### src/rtl/bcd_to_binary_pkg.sv
// Shared constants and result types for the BCD digit converter.
//   BCD_W    : width of one BCD digit
//   BCD_MAX  : largest legal BCD digit
//   status_e : classification result of one digit
package bcd_to_binary_pkg;

  localparam int BCD_W = 4;
  localparam logic [BCD_W-1:0] BCD_MAX = 4'd9;

  typedef enum logic [1:0] {
    ST_OK  = 2'd0,
    ST_OVF = 2'd1,
    ST_INV = 2'd2
  } status_e;

  // Classified digit as it leaves bcd_classify.
  typedef struct packed {
    logic [3:0] value;   // saturated value, upper bits unused when OUT_W < 4
    status_e    status;
  } class_rsp_t;

endpackage

### src/rtl/bcd_to_binary_classify.sv
// Combinational classifier for one BCD digit.
//   digit  : 4-bit input code
//   value  : digit limited to OUT_W bits (all ones when too large, 0 when not BCD)
//   status : ST_OK / ST_OVF / ST_INV
module bcd_classify
  import bcd_to_binary_pkg::*;
#(
  parameter int OUT_W = 3
) (
  input  logic [BCD_W-1:0] digit,
  output logic [OUT_W-1:0] value,
  output status_e          status
);

  // Largest code representable at the output, expressed at digit width.
  // For OUT_W=4 this is 15, so no legal digit ever overflows.
  localparam logic [BCD_W-1:0] OUT_MAX = BCD_W'((1 << OUT_W) - 1);

  always_comb begin
    value  = '0;
    status = ST_OK;
    if (digit > BCD_MAX) begin
      status = ST_INV;
    end else if (digit > OUT_MAX) begin
      value  = '1;
      status = ST_OVF;
    end else begin
      value  = digit[OUT_W-1:0];
    end
  end

endmodule

### src/rtl/bcd_to_binary.sv
// Registered BCD digit to narrow binary converter with saturation, illegal
// code rejection and a saturating diagnostic error counter. Latency 1 clock.
//   clk, rst_n    : clock, synchronous active-low reset
//   bcd_input     : digit to convert, qualified by in_valid
//   clear_err     : clears err_count (wins over an increment)
//   binary_output : converted value, held while idle
//   out_valid     : one-cycle pulse per accepted input
//   overflow      : last accepted digit was legal but above 2^OUT_W-1
//   invalid_bcd   : last accepted code was 10..15
//   err_count     : count of accepted inputs flagged overflow/invalid, saturating
module bcd_to_binary
  import bcd_to_binary_pkg::*;
#(
  parameter int OUT_W = 3,
  parameter int CNT_W = 8
) (
  input  logic             clk,
  input  logic             rst_n,
  input  logic [BCD_W-1:0] bcd_input,
  input  logic             in_valid,
  input  logic             clear_err,
  output logic [OUT_W-1:0] binary_output,
  output logic             out_valid,
  output logic             overflow,
  output logic             invalid_bcd,
  output logic [CNT_W-1:0] err_count
);

  logic [OUT_W-1:0] cls_value;
  status_e          cls_status;
  logic             err_inc;

  bcd_classify #(.OUT_W(OUT_W)) u_classify (
    .digit  (bcd_input),
    .value  (cls_value),
    .status (cls_status)
  );

  assign err_inc = in_valid && (cls_status != ST_OK);

  always_ff @(posedge clk) begin
    if (!rst_n) begin
      binary_output <= '0;
      out_valid     <= 1'b0;
      overflow      <= 1'b0;
      invalid_bcd   <= 1'b0;
    end else begin
      out_valid <= in_valid;
      if (in_valid) begin
        binary_output <= cls_value;
        overflow      <= (cls_status == ST_OVF);
        invalid_bcd   <= (cls_status == ST_INV);
      end
    end
  end

  always_ff @(posedge clk) begin
    if (!rst_n)
      err_count <= '0;
    else if (clear_err)
      err_count <= '0;
    else if (err_inc && (err_count != '1))
      err_count <= err_count + 1'b1;
  end

endmodule

### config.mk
export PLATFORM = sky130hd
export DESIGN_NAME = bcd_to_binary
export DESIGN_NICKNAME = d
export VERILOG_FILES = /design/src/rtl/bcd_to_binary_pkg.sv /design/src/rtl/bcd_to_binary_classify.sv /design/src/rtl/bcd_to_binary.sv
export SDC_FILE = /design/constraint.sdc
export NUM_CORES = 1
export LEC_CHECK = 0
export ABC_AREA = 0
export CORE_AREA = 2 2 46 48
export DETAILED_ROUTE_END_ITERATION = 10
export DIE_AREA = 0 0 48 50
export GPL_TIMING_DRIVEN = 0
export PLACE_DENSITY_LB_ADDON = 0.2
export SYNTH_ARGS = -nofsm -noshare
export SYNTH_HDL_FRONTEND = slang
export SYNTH_SLANG_ARGS = --single-unit
### constraint.sdc
create_clock -name clk -period 1.2 [get_ports clk]
set_input_delay 0.12 -clock clk [delete_from_list [all_inputs] [get_ports clk]]
set_output_delay 0.12 -clock clk [all_outputs]
set_load 0.05 [all_outputs]
==> results.yml, run 1 <==
outcome:
  outcome: "complete, but fails checks"
  violations: "setup timing"
sta:
  worst-slew-pin-transition_ns: 0.317
  finalSetupViolations: 1
  fin_crit_ns: 1.20
  finalHoldViolations: 0
  fmax_mhz: 832
  min_period_over_period_pct: 100
  skew_ns: 0.00945
  finalMaxSlewViolations: 0
  layout_setup_ws_ns: -0.00252
  slew_headroom_pct: 78.8
  rsz0062_at_grt: "true"
synth:
  synth_commonest_cells: "dfxtp_1, a21oi_1, inv_1, nand2_1, nor3_1"
  yosysMostFrequentCell: "dfxtp_1"
  synth.distinct_cells: 32
  avgSynthCellArea_um2: 9.19
  synth-seq-cells: 14
  synth_top_cell_area_share_pct: 40.7
  yosys.area.top_type: "dfxtp_1"
  synth_nets: 84
  synth-seq-area-share_pct: 40.7
  syn_inst: 75
  synth_top_cells_by_area: "dfxtp_1, a21oi_1, buf_6"
  synth_ff_type: "dfxtp_1"
  synth_edf_count: 0
  ys_async_sr_fraction_pct: 0
  synth_area_um2: 689
  yosysWarnings: 0
pwr:
  finalPower_uw: 920
  switching_share_pct: 27.5
  intPower_uw: 667
  pwr-share-seq_pct: 51.9
  switchingPower_uw: 253
  combPwrFrac_pct: 17.4
  p_per_area_nw_per_um2: 886
  ir_drop_mv: 0.604
  power.share.clock_pct: 30.6
  p_leak_uw: 0.000371
cells_and_area:
  seq_area_um2: 298
  multi_input_comb_area_um2: 417
  n_antenna_cell: 0
  fillCellCount: 187
  utilization_pct: 54.6
  fin_nets: 114
  drive_above_1_share_pct: 39.4
  fin_area_um2: 1040
  areaGrowthSynthToFinish_pct: 50.6
worst_setup_path:
  critPathMaxFanout: 7
  arrival_ns: 1.39
  critPathBufInv: 0
  cp-start-kind: "flop"
  required_ns: 1.39
  ff2ff_path_depth: 4
  path_cells: "ha_4 -> and3_4 -> a41oi_2 -> a311oi_1"
  critical-path-top-delay-family: "flip-flops"
  cp_slowest_cell: "dfxtp_4"
  end_kind: "flop"
  cp.depth: 4
  slowest_delay_ns: 0.38
  critPathKind: "reg2reg"
die:
  initial_utilization_pct: 36.2
  die-area_um2: 2400
  die_w_um: 48
  core_um2: 1900
  die-height_um: 50
  rows: 16
  io_pins: 22
grt:
  grt_pass1_vias: 649
  grt_start_max_net_pins: 11
  grt_use_total_pct: 16.0
  grt_pass1_wl_um: 2680
  antenna_found_initial: 0
  overflow: 0
clock_network:
  numCtsBuffers: 3
  clk_path_buf_depth: 2
  hold_buffers: 0
  path_clk_slew_ns: 0.09
  htreeDepth: 1
  root_buffer: "clkbuf_4"
  cts_tree: "yes"
  insertion_delay_ns: 0.29
  cts_sinks: 14
worst_hold_path:
  holdPathStages: 3
  hp-class: "in2reg"
drt:
  viasPerCell: 5.10
  antenna_left: 0
  first_pass_iters: 3
  drt-total-wl_um: 1580
  drc: 0
  drtIter0Drc: 9
  post_drt_wl_per_cell_um: 12.1
  vias: 668
placement:
  placed_area_um2: 971
  routabilityCongestion: 0.787
  dp_hpwl_um: 1120
  port_buffers: 21
job:
  cap_viol_max_count: 0
==> final timing paths <==
kind | startpoint | to | slack (ns)
hold reg to reg | err_count[0] | err_count[0] | 0.51
setup / recovery | err_count[1] | err_count[6] | -0.003
hold / removal | bcd_input[0] | binary_output[0] | 0.48
setup reg to reg | err_count[1] | err_count[6] | -0.003
==> cell type report <==
cell class | instances | area share (%)
clock buffers | 4 | 2.53
well taps | 27 | 3.25
plain buffers | 1 | 1.08
repair buffers | 26 | 22.5
multi-input cells | 54 | 40.1
inverters | 5 | 1.81
flip-flops and latches | 14 | 28.7
==> power by group through the flow <==
| stage | Sequential [uW] | Clock, uW | Combinational, uW |
|---|---|---|---|
| after detailed placement | 489 | 0 | 157 |
| final | 478 | 282 | 160 |
| after floorplan | 533 | 0 | 48.7 |
| after CTS | 478 | 295 | 155 |
| after global placement | 489 | 0 | 156 |
| after global routing | 480 | 315 | 173 |
==> per-layer routing <==
metal	GRT usage (%)	up-vias	part of all wire (%)	routed length, um
li1	-	342	-	-
met3	6.96	5	4.5	71
met5	0	-	0	0
met4	9.01	0	2.3	36
met2	22.7	14	47	742
met1	19.4	307	46	731
==> worst reg2reg max path: cells and delay by family, from the launching register on <==
family                   cells  cell delay [ns]
adder cells (fa/ha/maj)      1             0.15
flip-flops                   1             0.38
AO/OA/AOI/OAI                2             0.34
AND/OR/NAND/NOR              1             0.23
==> timing repair <==
item                       in CTS  in global routing
setup endpoints to repair      20                 11
resized for setup              46                 11
buffers inserted                1                  4
pin swaps                       3                  4
==> cells in the final DEF (no fill, tap or decap), drive strengths merged, types with 2 or more instances in the layout <==
| master | count |
|---|---|
| dfxtp | 14 |
| a21oi | 11 |
| buf | 11 |
| clkdlybuf4s15 | 9 |
| clkdlybuf4s50 | 7 |
| inv | 5 |
| nand2 | 5 |
| nor3 | 5 |
| clkbuf | 4 |
| o21ai | 3 |
| and2 | 3 |
| nor2b | 2 |
| mux2i | 2 |
| nand2b | 2 |
| nor2 | 2 |
| nand4 | 2 |
| o31a | 2 |
| a211oi | 2 |
| and4 | 2 |
==> metrics by stage <==
| stage | cells | hold WS (ns) | setup WS [ns] | TNS (ns) |
|---|---|---|---|---|
| finish | 131 | 0.481 | -0.00252 | -0.00252 |
| global route | 131 | 0.526 | -0.0869 | -0.163 |
| CTS | 127 | 0.485 | -0.00576 | -0.00576 |
| detailed placement | 123 | 0.493 | -0.288 | -2.75 |
| global placement | 123 | 0.492 | -0.253 | -2.57 |
| floorplan | 75 | 0.242 | -0.0741 | -0.308 |
==> cell families (layout without fill, tap and decap cells) <==
kind of cell    count (synthesis)  in the layout  share of synthesized area [%]
compound gates                 24             24                           24.0
buf+inv                         7             36                           5.99
flops                          14             14                           40.7
simple gates                   27             27                           24.7
mux                             2              2                           2.90
fa+ha+maj                       1              1                           1.81
==> sequential cells by signal, summed over array words and instances (netlist names) <==
signal         count
binary_output      3
overflow           1
err_count          8
out_valid          1
invalid_bcd        1
Power figures use the tool's default switching activity.
==> run 2: changes to the inputs <==
Settings changed: PLACE_DENSITY set to 0.68, PLACE_DENSITY_LB_ADDON 0.2 to not set.
==> run 2 against run 1 <==
Effect of this change:
- the run now ends clean
- die area did not move
- fmax grew 1.1%
- combinational power about the same
- clock skew is 0.0025 ns lower
- design area decreased by 0.84%
- sequential share of layout area rose by 0.24 points
- wire length down 2.1%
- count of clock-buffer cells in the layout stayed put
- critical path depth unchanged
- non-clock buffer count shrank 1
- critical endpoint unchanged
- largest power group unchanged
==> results.yml, run 2 (same netlist as run 1, synthesis figures left out) <==
outcome:
  outcome: "completed"
cells_and_area:
  final_cell_mix: "a21oi_1, clkdlybuf4s15_2, clkdlybuf4s50_1"
  multi_input_comb_area_um2: 409
  areaGrowthSynthToFinish_pct: 49.4
  n_antenna_cell: 0
  largest_reg_flops: 8
  drive_above_1_share_pct: 39.8
  fin_area_um2: 1030
  seq_area_um2: 298
  fin_nets: 113
  top_regs: "err_count: 8 flops, binary_output: 3 flops"
  fillCellCount: 187
  utilization_pct: 54.1
  regMostFlops: "err_count"
clock_network:
  cts_tree: "yes"
  insertion_delay_ns: 0.28
  numCtsBuffers: 3
  path_clk_slew_ns: 0.09
  cts_sinks: 14
  root_buffer: "clkbuf_4"
  hold_buffers: 0
  htreeDepth: 1
  clk_path_buf_depth: 2
grt:
  antenna_found_initial: 0
  grt_start_max_net_pins: 11
  overflow: 0
  grt_use_total_pct: 14.2
  grt_pass1_vias: 579
  grt_pass1_wl_um: 2500
sta:
  finalHoldViolations: 0
  setup_tns_ns: 0
  min_period_over_period_pct: 99.1
  rsz0062_at_grt: "true"
  skew_ns: 0.00698
  slew_headroom_pct: 77.7
  finalSetupViolations: 0
  finalMaxSlewViolations: 0
  fmax_mhz: 841
  worst-slew-pin-transition_ns: 0.334
  fin_crit_ns: 1.19
  whs_ns: 0.487
drt:
  first_pass_iters: 4
  antenna_left: 0
  vias: 689
  drt-total-wl_um: 1550
  post_drt_wl_per_cell_um: 11.9
  drtIter0Drc: 5
  viasPerCell: 5.30
  drc: 0
die:
  io_pins: 22
  die_w_um: 48
  rows: 16
  die-height_um: 50
  die-area_um2: 2400
  initial_utilization_pct: 36.2
  core_um2: 1900
worst_setup_path:
  critPathMaxFanout: 7
  ff2ff_path_depth: 4
  cp-start-kind: "flop"
  rr_endpoint: "err_count[6]"
  arrival_ns: 1.37
  r2r_slack_ns: 0.01
  end_kind: "flop"
  reg2reg_from: "err_count[1]"
  critPathKind: "reg2reg"
  required_ns: 1.38
worst_hold_path:
  hp-class: "in2reg"
  hp-start: "bcd_input[0]"
  holdPathEnd: "binary_output[0]"
  holdPathStages: 3
pwr:
  p_per_area_nw_per_um2: 885
  ir_drop_mv: 0.603
  p_leak_uw: 0.000367
placement:
  dp_hpwl_um: 1110
  placed_area_um2: 971
  port_buffers: 21
  routabilityCongestion: 0.766
job:
  cap_viol_max_count: 0
## run 2: cell types whose count changed in the layout (fill, tap and decap cells not counted)
cell,change
buf_4,-1
a2111oi_2,+1
a211oi_1,-1
clkdlybuf4s15_2,+1
a211oi_2,+1
buf_2,-1
a2111oi_4,-1
## run 2: worst max-delay path by stage
stage	startpoint	end	slack (ns)	depth (start not counted)
floorplan	err_count[1]	err_count[6]	-0.07	5
global placement	in_valid	err_count[5]	-0.25	5
detailed placement	in_valid	err_count[3]	-0.27	5
CTS	err_count[0]	err_count[6]	-0.004	4
global route	err_count[0]	err_count[6]	-0.02	4
finish	err_count[1]	err_count[6]	0.01	4
## run 2: final cells by class
cell class / instances / area share (%)
buffer: 1 / 1.09
clock buffer: 4 / 2.55
inverter: 5 / 1.82
multi-input combinational: 54 / 39.7
sequential: 14 / 28.9
tap: 27 / 3.28
timing repair buffer: 25 / 22.6
## run 2: metal layers
layer	vias up	global-route usage [%]	wire [um]
li1	340	-	-
met1	332	17.9	730
met3	2	5.86	58
met2	15	21.8	744
met5	-	0	0
met4	0	4.05	15
## run 2: through the flow
step / worst slack (ns) / total power [uW] / instances
after CTS: -0.00374 / 925 / 128
final: 0.0108 / 911 / 130
after detailed placement: -0.269 / 647 / 123
after global placement: -0.253 / 644 / 123
after floorplan: -0.0741 / 582 / 75
after global routing: -0.0182 / 969 / 130
## run 2: critical path, cell delays in order (launching register included)
cell	delay, ns
dfxtp_4	0.39
ha_4	0.13
and3_4	0.23
a41oi_2	0.10
a311oi_1	0.24
## run 2: repair_timing
| action | in CTS | in global routing |
|---|---|---|
| pin swaps | 3 | 5 |
| gates resized for setup | 46 | 9 |
| setup buffers | 2 | 2 |
| hold endpoints to repair | 0 | 0 |
| endpoints found under the setup margin | 19 | 10 |
## run 2: power breakdown
group | switching (uW) | internal [uW] | total (uW)
clock network | 147 | 129 | 276
registers | 7.20 | 471 | 478
logic | 93.2 | 64.2 | 157
total | 247 | 664 | 911
==> run 3: changes to the inputs <==
Settings changed: CAP_MARGIN set to 20, CORE_AREA 2 2 46 48 to 2 2 43 45, DIE_AREA 0 0 48 50 to 0 0 45 47, PLACE_DENSITY 0.68 to 0.74.
Clock period 1.2 ns to 1.3 ns, I/O delays scaled along.
==> run 3 against run 2 <==
Effect of this change:
- sequential share of layout area up 0.36 points
- setup slack better by 0.023 ns
- worst hold slack gained 0.013 ns
- register-to-register slack improved by 0.07 ns
- critical path type is now reg2out
- sequential cell count unchanged
- clock power up 18%
==> results.yml, run 3 (same netlist as run 1, synthesis figures left out) <==
outcome:
  outcome: "completed"
pwr:
  switching_share_pct: 27.2
  power.share.clock_pct: 36.0
  intPower_uw: 662
  ir_drop_mv: 0.613
  p_per_area_nw_per_um2: 901
  combPwrFrac_pct: 15.3
  switchingPower_uw: 247
  pwr-share-seq_pct: 48.7
  p_leak_uw: 0.000363
worst_hold_path:
  holdPathStages: 3
  hp-start: "bcd_input[0]"
  holdPathEnd: "binary_output[0]"
  hp-class: "in2reg"
sta:
  finalSetupViolations: 0
  slew_headroom_pct: 67.4
  rsz0062_at_grt: "false"
  layout_setup_ws_ns: 0.0339
  skew_ns: 0.00108
  whs_ns: 0.500
  fin_crit_ns: 1.27
  worst-slew-pin-transition_ns: 0.491
  finalMaxSlewViolations: 0
  min_period_over_period_pct: 97.4
  fmax_mhz: 790
  finalHoldViolations: 0
cells_and_area:
  top_regs: "err_count: 8 flops, binary_output: 3 flops"
  drive_above_1_share_pct: 31.7
  areaGrowthSynthToFinish_pct: 46.3
  n_antenna_cell: 0
  final_cell_mix: "a21oi_1, clkdlybuf4s50_1, clkdlybuf4s15_2"
  regMostFlops: "err_count"
  largest_reg_flops: 8
  fin_nets: 111
  fillCellCount: 152
  final_common_cell: "a21oi_1"
worst_setup_path:
  cp_slowest_cell: "dlygate4sd2_1"
  rr_endpoint: "err_count[5]"
  reg2reg_from: "err_count[1]"
  critPathKind: "reg2out"
  end_kind: "primary output"
  critPathMaxFanout: 2
  ff2ff_path_depth: 3
  slowest_delay_ns: 0.53
  critical-path-top-delay-family: "buffers and inverters"
  required_ns: 1.17
  r2r_slack_ns: 0.08
  cp-start-kind: "flop"
  critPathBufInv: 1
  arrival_ns: 1.14
  path_cells: "dlygate4sd2_1"
die:
  die-height_um: 47
  rows: 15
  die_w_um: 45
  io_pins: 22
  initial_utilization_pct: 41.7
  core_um2: 1650
  die-area_um2: 2120
clock_network:
  numCtsBuffers: 3
  hold_buffers: 0
  cts_tree: "yes"
  cts_sinks: 14
  clk_path_buf_depth: 2
  root_buffer: "clkbuf_4"
  htreeDepth: 1
  path_clk_slew_ns: 0.09
  insertion_delay_ns: 0.29
placement:
  dp_hpwl_um: 1130
  port_buffers: 21
  routabilityCongestion: 0.787
  dp_slack_ns: -0.201
drt:
  drt-total-wl_um: 1540
  vias: 646
  viasPerCell: 5.47
  post_drt_wl_per_cell_um: 13.1
  first_pass_iters: 4
  antenna_left: 0
  drtIter0Drc: 16
  drc: 0
job:
  cap_viol_max_count: 0
grt:
  grt_pass1_wl_um: 2430
  grt_start_max_net_pins: 11
  grt_use_total_pct: 16.0
  antenna_found_initial: 0
  overflow: 0
  grt_pass1_vias: 568
==> run 3: final cells by class <==
cell class,instances,area [um^2],area share [%]
inverter,5,18.8,1.86
multi-input combinational,54,399,39.6
sequential,14,295,29.3
tap,17,21.3,2.11
timing repair buffer,23,226,22.5
clock buffer,4,36.3,3.60
buffer,1,11.3,1.12
==> run 3: routing by layer <==
| layer | up-vias | track usage, % | part of all wire [%] |
|---|---|---|---|
| met5 | - | 0 | 0 |
| met4 | 0 | 7.06 | 0.52 |
| met3 | 2 | 3.85 | 5.2 |
| met2 | 19 | 26.3 | 48 |
| met1 | 293 | 20.0 | 46 |
| li1 | 332 | - | - |
==> run 3: power groups by stage <==
| stage | Combinational, uW | Clock, uW | Sequential (uW) |
|---|---|---|---|
| detailed placement | 143 | 0 | 454 |
| finish | 139 | 327 | 443 |
| global route | 148 | 346 | 444 |
| CTS | 137 | 331 | 443 |
| floorplan | 43.7 | 0 | 494 |
| global placement | 141 | 0 | 453 |
==> run 3: through the flow <==
stage	util [%]	cells	area, um^2	power (uW)	TNS [ns]
detailed placement	57.4	113	948	597	-1.01
finish	61.1	118	1010	909	0
global placement	57.4	113	948	595	-0.723
CTS	60.5	117	998	912	0
global route	61.1	118	1010	938	0
floorplan	-	75	717	538	-0.0146
==> run 3: how the worst max path moves through the flow <==
| stage | slack (ns) | from | depth (start not counted) | end |
|---|---|---|---|---|
| global route | 0.004 | binary_output[0] | 1 | binary_output[0] |
| finish | 0.03 | binary_output[0] | 1 | binary_output[0] |
| global placement | -0.13 | in_valid | 5 | err_count[7] |
| CTS | 0.009 | binary_output[1] | 1 | binary_output[1] |
| floorplan | -0.01 | err_count[0] | 5 | err_count[6] |
| detailed placement | -0.20 | in_valid | 5 | err_count[3] |
==> run 3: timing repair <==
| item | 4_1_cts | 5_1_grt |
|---|---|---|
| endpoints found under the setup margin | 16 | 8 |
| pin swaps | 2 | 1 |
| gates resized for setup | 31 | 7 |
| cloned | 0 | 0 |
| setup buffers | 0 | 2 |
